==> config.mk <==
export PLATFORM = sky130hd
export DESIGN_NAME = tlb_cfg_lite_regfile
export DESIGN_NICKNAME = d
export VERILOG_FILES = /design/src/rtl/tlb_cfg_lite_regfile.sv
export SDC_FILE = /design/constraint.sdc
export NUM_CORES = 1
export LEC_CHECK = 0
export ABC_AREA = 1
export CORE_AREA = 2 2 456 458
export DETAILED_ROUTE_END_ITERATION = 7
export DIE_AREA = 0 0 458 460
export GPL_ROUTABILITY_DRIVEN = 1
export GPL_TIMING_DRIVEN = 0
export PLACE_DENSITY = 0.42
export SLEW_MARGIN = 20
export SYNTH_ARGS = -nofsm -noshare
export SYNTH_HDL_FRONTEND = slang
export SYNTH_SLANG_ARGS = --single-unit
==> constraint.sdc <==
create_clock -name clk_i -period 5.7 [get_ports clk_i]
set_clock_uncertainty 0.1 [all_clocks]
set_input_delay 1.14 -clock clk_i [delete_from_list [all_inputs] [get_ports clk_i]]
set_output_delay 1.14 -clock clk_i [all_outputs]
set_load 0.05 [all_outputs]
==> src/rtl/tlb_cfg_lite_regfile.sv <==
// tlb_cfg_lite_regfile: AXI-Lite register file holding NUM_ENTRIES TLB entries.
// Each entry is four 32-bit words: first (0x0), last (0x4), base (0x8) and flags (0xC).
// Only flags[1:0] are stored (bit0 valid, bit1 read_only).
//
// Ports:
//   clk_i, rst_ni          clock, synchronous active-low reset
//   aw_*, w_*, b_*         AXI-Lite write address / data / response channels
//   ar_*, r_*              AXI-Lite read address / data channels
//   entries_o              entry e at [128e +: 128] = {flags, base, last, first}
//   cfg_update_o           one-cycle pulse per committed in-range write
module tlb_cfg_lite_regfile #(
    parameter int unsigned NUM_ENTRIES = 8,
    parameter int unsigned AXI_LITE_AW = 32,
    parameter int unsigned AXI_LITE_DW = 32
) (
    input  logic                         clk_i,
    input  logic                         rst_ni,
    input  logic [AXI_LITE_AW-1:0]       aw_addr_i,
    input  logic                         aw_valid_i,
    output logic                         aw_ready_o,
    input  logic [AXI_LITE_DW-1:0]       w_data_i,
    input  logic [AXI_LITE_DW/8-1:0]     w_strb_i,
    input  logic                         w_valid_i,
    output logic                         w_ready_o,
    output logic [1:0]                   b_resp_o,
    output logic                         b_valid_o,
    input  logic                         b_ready_i,
    input  logic [AXI_LITE_AW-1:0]       ar_addr_i,
    input  logic                         ar_valid_i,
    output logic                         ar_ready_o,
    output logic [AXI_LITE_DW-1:0]       r_data_o,
    output logic [1:0]                   r_resp_o,
    output logic                         r_valid_o,
    input  logic                         r_ready_i,
    output logic [NUM_ENTRIES*128-1:0]   entries_o,
    output logic                         cfg_update_o
);

    localparam int unsigned DW       = AXI_LITE_DW;
    localparam int unsigned SW       = AXI_LITE_DW / 8;
    localparam int unsigned IdxW     = (NUM_ENTRIES > 1) ? $clog2(NUM_ENTRIES) : 1;
    localparam logic [16:0] RangeEnd = 17'(16 * NUM_ENTRIES);
    localparam logic [1:0]  RespOkay   = 2'b00;
    localparam logic [1:0]  RespSlvErr = 2'b10;

    localparam logic W_IDLE = 1'b0;
    localparam logic W_RESP = 1'b1;
    localparam logic R_IDLE = 1'b0;
    localparam logic R_RESP = 1'b1;

    // Register array
    logic [DW-1:0] first_q [NUM_ENTRIES];
    logic [DW-1:0] last_q  [NUM_ENTRIES];
    logic [DW-1:0] base_q  [NUM_ENTRIES];
    logic [1:0]    flags_q [NUM_ENTRIES];

    // Write path state
    logic          w_state_q;
    logic          aw_held_q;
    logic          w_held_q;
    logic [15:2]   aw_addr_q;
    logic [DW-1:0] w_data_q;
    logic [SW-1:0] w_strb_q;
    logic          b_valid_q;
    logic [1:0]    b_resp_q;
    logic          cfg_update_q;

    // Read path state
    logic          r_state_q;
    logic          r_valid_q;
    logic [1:0]    r_resp_q;
    logic [DW-1:0] r_data_q;

    logic            wr_in_range;
    logic            wr_fire;
    logic            do_commit;
    logic [IdxW-1:0] wr_idx;
    logic            rd_in_range;
    logic [IdxW-1:0] rd_idx;
    logic [DW-1:0]   rd_word;

    // Upper address bits and addr[1:0] are deliberately ignored.
    logic unused_addr;
    assign unused_addr = ^{aw_addr_i, ar_addr_i};

    function automatic logic [DW-1:0] merge_bytes(input logic [DW-1:0] old_val,
                                                  input logic [DW-1:0] new_val,
                                                  input logic [SW-1:0] strb);
        logic [DW-1:0] res;
        res = old_val;
        for (int b = 0; b < SW; b++) begin
            if (strb[b]) res[8*b +: 8] = new_val[8*b +: 8];
        end
        return res;
    endfunction

    assign wr_in_range = {1'b0, aw_addr_q, 2'b00} < RangeEnd;
    assign wr_idx      = aw_addr_q[4 +: IdxW];
    // Commit happens in the cycle after both AW and W are held.
    assign wr_fire     = (w_state_q == W_IDLE) && aw_held_q && w_held_q;
    assign do_commit   = wr_fire && wr_in_range;

    assign rd_in_range = {1'b0, ar_addr_i[15:0]} < RangeEnd;
    assign rd_idx      = ar_addr_i[4 +: IdxW];

    always_comb begin
        rd_word = '0;
        if (rd_in_range) begin
            case (ar_addr_i[3:2])
                2'd0:    rd_word = first_q[rd_idx];
                2'd1:    rd_word = last_q[rd_idx];
                2'd2:    rd_word = base_q[rd_idx];
                default: rd_word = {{(DW-2){1'b0}}, flags_q[rd_idx]};
            endcase
        end
    end

    always_ff @(posedge clk_i) begin
        if (!rst_ni) begin
            for (int e = 0; e < NUM_ENTRIES; e++) begin
                first_q[e] <= '0;
                last_q[e]  <= '0;
                base_q[e]  <= '0;
                flags_q[e] <= '0;
            end
        end else if (do_commit) begin
            case (aw_addr_q[3:2])
                2'd0: first_q[wr_idx] <= merge_bytes(first_q[wr_idx], w_data_q, w_strb_q);
                2'd1: last_q[wr_idx]  <= merge_bytes(last_q[wr_idx], w_data_q, w_strb_q);
                2'd2: base_q[wr_idx]  <= merge_bytes(base_q[wr_idx], w_data_q, w_strb_q);
                default: begin
                    if (w_strb_q[0]) flags_q[wr_idx] <= w_data_q[1:0];
                end
            endcase
        end
    end

    always_ff @(posedge clk_i) begin
        if (!rst_ni) begin
            w_state_q    <= W_IDLE;
            aw_held_q    <= 1'b0;
            w_held_q     <= 1'b0;
            aw_addr_q    <= '0;
            w_data_q     <= '0;
            w_strb_q     <= '0;
            b_valid_q    <= 1'b0;
            b_resp_q     <= RespOkay;
            cfg_update_q <= 1'b0;
        end else begin
            cfg_update_q <= 1'b0;
            case (w_state_q)
                W_IDLE: begin
                    if (aw_valid_i && aw_ready_o) begin
                        aw_held_q <= 1'b1;
                        aw_addr_q <= aw_addr_i[15:2];
                    end
                    if (w_valid_i && w_ready_o) begin
                        w_held_q <= 1'b1;
                        w_data_q <= w_data_i;
                        w_strb_q <= w_strb_i;
                    end
                    if (wr_fire) begin
                        aw_held_q    <= 1'b0;
                        w_held_q     <= 1'b0;
                        b_valid_q    <= 1'b1;
                        b_resp_q     <= wr_in_range ? RespOkay : RespSlvErr;
                        cfg_update_q <= wr_in_range;
                        w_state_q    <= W_RESP;
                    end
                end
                default: begin
                    if (b_ready_i) begin
                        b_valid_q <= 1'b0;
                        w_state_q <= W_IDLE;
                    end
                end
            endcase
        end
    end

    always_ff @(posedge clk_i) begin
        if (!rst_ni) begin
            r_state_q <= R_IDLE;
            r_valid_q <= 1'b0;
            r_resp_q  <= RespOkay;
            r_data_q  <= '0;
        end else begin
            case (r_state_q)
                R_IDLE: begin
                    // Array is read before any same-edge commit lands, so a
                    // colliding read returns the pre-write value.
                    if (ar_valid_i) begin
                        r_data_q  <= rd_word;
                        r_resp_q  <= rd_in_range ? RespOkay : RespSlvErr;
                        r_valid_q <= 1'b1;
                        r_state_q <= R_RESP;
                    end
                end
                default: begin
                    if (r_ready_i) begin
                        r_valid_q <= 1'b0;
                        r_state_q <= R_IDLE;
                    end
                end
            endcase
        end
    end

    assign aw_ready_o   = (w_state_q == W_IDLE) && !aw_held_q;
    assign w_ready_o    = (w_state_q == W_IDLE) && !w_held_q;
    assign b_valid_o    = b_valid_q;
    assign b_resp_o     = b_resp_q;
    assign cfg_update_o = cfg_update_q;
    assign ar_ready_o   = (r_state_q == R_IDLE);
    assign r_valid_o    = r_valid_q;
    assign r_resp_o     = r_resp_q;
    assign r_data_o     = r_data_q;

    always_comb begin
        entries_o = '0;
        for (int e = 0; e < NUM_ENTRIES; e++) begin
            entries_o[128*e +: 128] = {{(DW-2){1'b0}}, flags_q[e], base_q[e], last_q[e],
                                       first_q[e]};
        end
    end

endmodule

==> qor.yml, run 1 <==
synth:
  synth_ff_type: "edfxtp_1"
  yosysWarnings: 0
  syn_inst: 4318
  ys_types: 26
  synth_async_sr_flop_share: 0
  synth_xor_area_frac: 0
  yosysSeqAreaShare: 0.621
  synth_edf_count: 784
  synth_top_family_by_area: "simple AND/OR/NAND/NOR gates"
  synth_fa_ha_area_frac: 0
  syn_area_per_cell_um2: 9.46
  synth_compound_area_frac: 0.0545
  synthMuxAreaShare: 0
  ys_seq_elements: 875
  yosys.area_share.simple: 0.244
  mappedNetlistArea_um2: 40800
clocking:
  cts_setup_buffers: 0
  postCtsHoldBufs: 0
  clk-insertion-delay-late_ns: 0.78
  htreeDepth: 3
  cts_made_buffers: 110
  clockBufferDepth: 3
  cts.sinks: 875
  cts_resized: 0
  cts_tree: "done"
  clk_pin_slew_worst_paths_ns: 0.06
  clockRootBuffer: "clkbuf_16"
floorplanning:
  ioPinCount: 1173
  start_util: 0.198
  design.core.area_um2: 206000
  num_rows: 167
  die_w_um: 458
  die_area_um2: 211000
  die_y_um: 460
sta:
  hold_viol: 0
  post-route-min-period_ns: 4.43
  setup_viol: 0
  fmax_ghz: 0.226
  fin_crit_sh: 0.777
  whs_ns: 0.364
  max-slew-margin-rel: 0.178
  setup_tns_ns: 0
  drv_slew: 0
  worstMarginPinSlew_ns: 1.23
  rsz0062_at_grt: "no"
power:
  ir_drop_mv: 0.231
  power.density_nw_per_um2: 314
  p_leak_nw: 22.3
worst_setup_path:
  cpMaxStageDelayCell: "clkbuf_1"
  cp_common_cell: "nand3_1"
  setup.worst_path.start: "ar_addr_i[5]"
  required_ns: 6.23
  worstSetupPathType: "in2reg"
  crit_path_end_kind: "flip-flop"
  cpPeakStageDelay_ns: 0.85
  crit_arrival_ns: 4.96
  path_cells: "clkdlybuf4s50_1 -> inv_1 -> clkbuf_1 -> clkbuf_1 -> nor2_1 -> o21ai_0 -> nand3_1 -> nand3_1 -> nand3_1 -> nand2_1 -> a21oi_1"
  crit_fanout: 10
  reg2reg_from: "aw_addr_q[5]"
  crit_path_start_kind: "primary input"
place:
  hpwlAfterDp_um: 243000
  gp_congestion: 0.955
  portBuffers: 892
global_route:
  overflow: 0
  grt_pass1_wl_um: 379000
  track_usage: 0.277
  grt_pass1_vias: 36443
  grt_max_degree: 15
  antenna_found_initial: 38
route:
  viasPerCell: 4.66
  dr_total_vias: 39130
  drc_errors: 0
  dr.pass1.iters: 7
  antenna_left: 0
  first_iter_violations: 4904
  wl_per_cell_um: 36.2
  routed_wl_um: 304000
run:
  cap_viol_max_count: 0
final_layout:
  syn_to_final_growth_pct: 42.9
  layout-drive-gt1-share: 0.115
  fill_cells: 22003
  layout.nets: 5695
min_path:
  min_from: "aw_addr_q[7]"
  worstHoldPathType: "reg2reg"
outcome:
  status: "complete, no violations"
## critical path, delay by kind of cell
kind / cells / cell delay (ns)
buffers and inverters: 4 / 2.23
AND/OR/NAND/NOR: 5 / 1.08
AO/OA/AOI/OAI: 2 / 0.46
## routing by layer
metal / track usage / routed length, µm / vias up
met5: 0 / 27 / -
met4: 0.168 / 20900 / 4
met3: 0.0677 / 28300 / 445
met2: 0.448 / 140000 / 2616
met1: 0.332 / 115000 / 19556
li1: - / - / 16509
## layout make-up
type                    instances  area [µm²]  share of cell area
clock buffers                 147        3060              0.0523
repair buffers                917        9430               0.162
inverters                      95         358             0.00613
plain buffers                 514        2990              0.0511
multi-input cells            3075       13200               0.225
flip-flops and latches        875       25400               0.435
clock inverters                59         617              0.0106
well taps                    2704        3380              0.0580
diodes                          8        20.0            0.000343
## registers in the layout, summed over array words and instances (netlist names), 4 cells and up
| register | cells |
|---|---|
| aw_addr_q | 14 |
| base_q | 256 |
| first_q | 256 |
| flags_q | 16 |
| last_q | 256 |
| r_data_o | 32 |
| w_data_q | 32 |
| w_strb_q | 4 |
## worst paths after layout
| kind | end | slack, ns | cells past startpoint |
|---|---|---|---|
| hold reg to reg | aw_addr_q[7] | 0.36 | 2 |
| setup reg to reg | first_q[2][17] | 1.75 | 6 |
| setup / recovery | r_data_o[18] | 1.27 | 11 |
| hold / removal | aw_addr_q[7] | 0.36 | 2 |
## cells in the mapped netlist (4+ instances only)
master	n	share of area
a21oi_1	79	0.0097
buf_1	19	0.0017
buf_2	57	0.0070
buf_4	243	0.045
clkbuf_1	195	0.018
clkinv_1	31	0.0028
dfxtp_1	91	0.045
edfxtp_1	784	0.58
inv_1	59	0.0054
inv_2	5	0.00046
nand2_1	510	0.047
nand2_2	39	0.0060
nand2_4	33	0.0091
nand3_1	348	0.043
nand3_2	8	0.0020
nor2_1	1407	0.13
nor2_4	7	0.0019
nor2_8	4	0.0020
nor3_1	27	0.0033
o21ai_0	364	0.045
## cell families after synthesis
family | count (synthesis)
AND/OR/NAND/NOR | 2389
other | 1
AO/OA/AOI/OAI | 444
buffers and inverters | 609
flip-flops | 875
## stage by stage
stage                     worst slack [ns]  cell area, µm²  instances  total power, mW   util
after floorplan                       3.10           41800       4559             9.36      -
after global routing                  1.27           58400       8387             18.7  0.283
after global placement              -0.499           54100       8155             11.0  0.262
final                                 1.27           58400       8394             18.3  0.283
after CTS                             1.25           58300       8385             18.3  0.283
after detailed placement             0.422           54700       8179             11.0  0.265
## where the power goes
group | switching (mW) | internal [mW]
Clock | 3.10 | 4.29
Combinational | 2.71 | 0.756
Sequential | 0.259 | 7.21
Total | 6.06 | 12.3
## cell usage in the layout, fill, tap and decap left out, types with 7 or more instances in the layout
| cell type | n |
|---|---|
| nand2_2 | 39 |
| clkbuf_1 | 171 |
| clkinv_1 | 50 |
| inv_1 | 59 |
| bufinv_16 | 12 |
| dfxtp_1 | 91 |
| nor2_4 | 7 |
| buf_4 | 248 |
| buf_16 | 13 |
| clkbuf_2 | 48 |
| nor3_2 | 8 |
| conb_1 | 242 |
| nor3_1 | 19 |
| buf_1 | 11 |
| o21ai_0 | 363 |
| buf_2 | 64 |
| nor2_1 | 1406 |
| clkdlybuf4s50_1 | 892 |
| edfxtp_1 | 784 |
| clkbuf_8 | 10 |
| nand2_1 | 510 |
| a21oi_1 | 79 |
| clkinv_2 | 18 |
| clkbuf_16 | 113 |
| diode_2 | 8 |
| nand2_4 | 33 |
| nand3_2 | 8 |
| nand3_1 | 348 |
Power figures use the tool's default switching activity.
==> inputs of run 2 (changes only) <==
==> constraint.sdc (replaced) <==
create_clock -name clk_i -period 4.5 [get_ports clk_i]
set_clock_uncertainty 0.1 [all_clocks]
set_input_delay 0.9 -clock clk_i [delete_from_list [all_inputs] [get_ports clk_i]]
set_output_delay 0.9 -clock clk_i [all_outputs]
set_load 0.05 [all_outputs]
==> results of run 2 <==
The final DEF is identical to that of run 1. Status: complete, no violations.
Main changes from that run: setup slack after placement 0.422 ns -> -0.538 ns; setup slack after layout 1.27 ns -> 0.310 ns; register-to-register setup slack 1.75 ns -> 0.55 ns; total power 18.3 mW -> 23.2 mW; worst IR drop on VDD 0.231 mV -> 0.293 mV
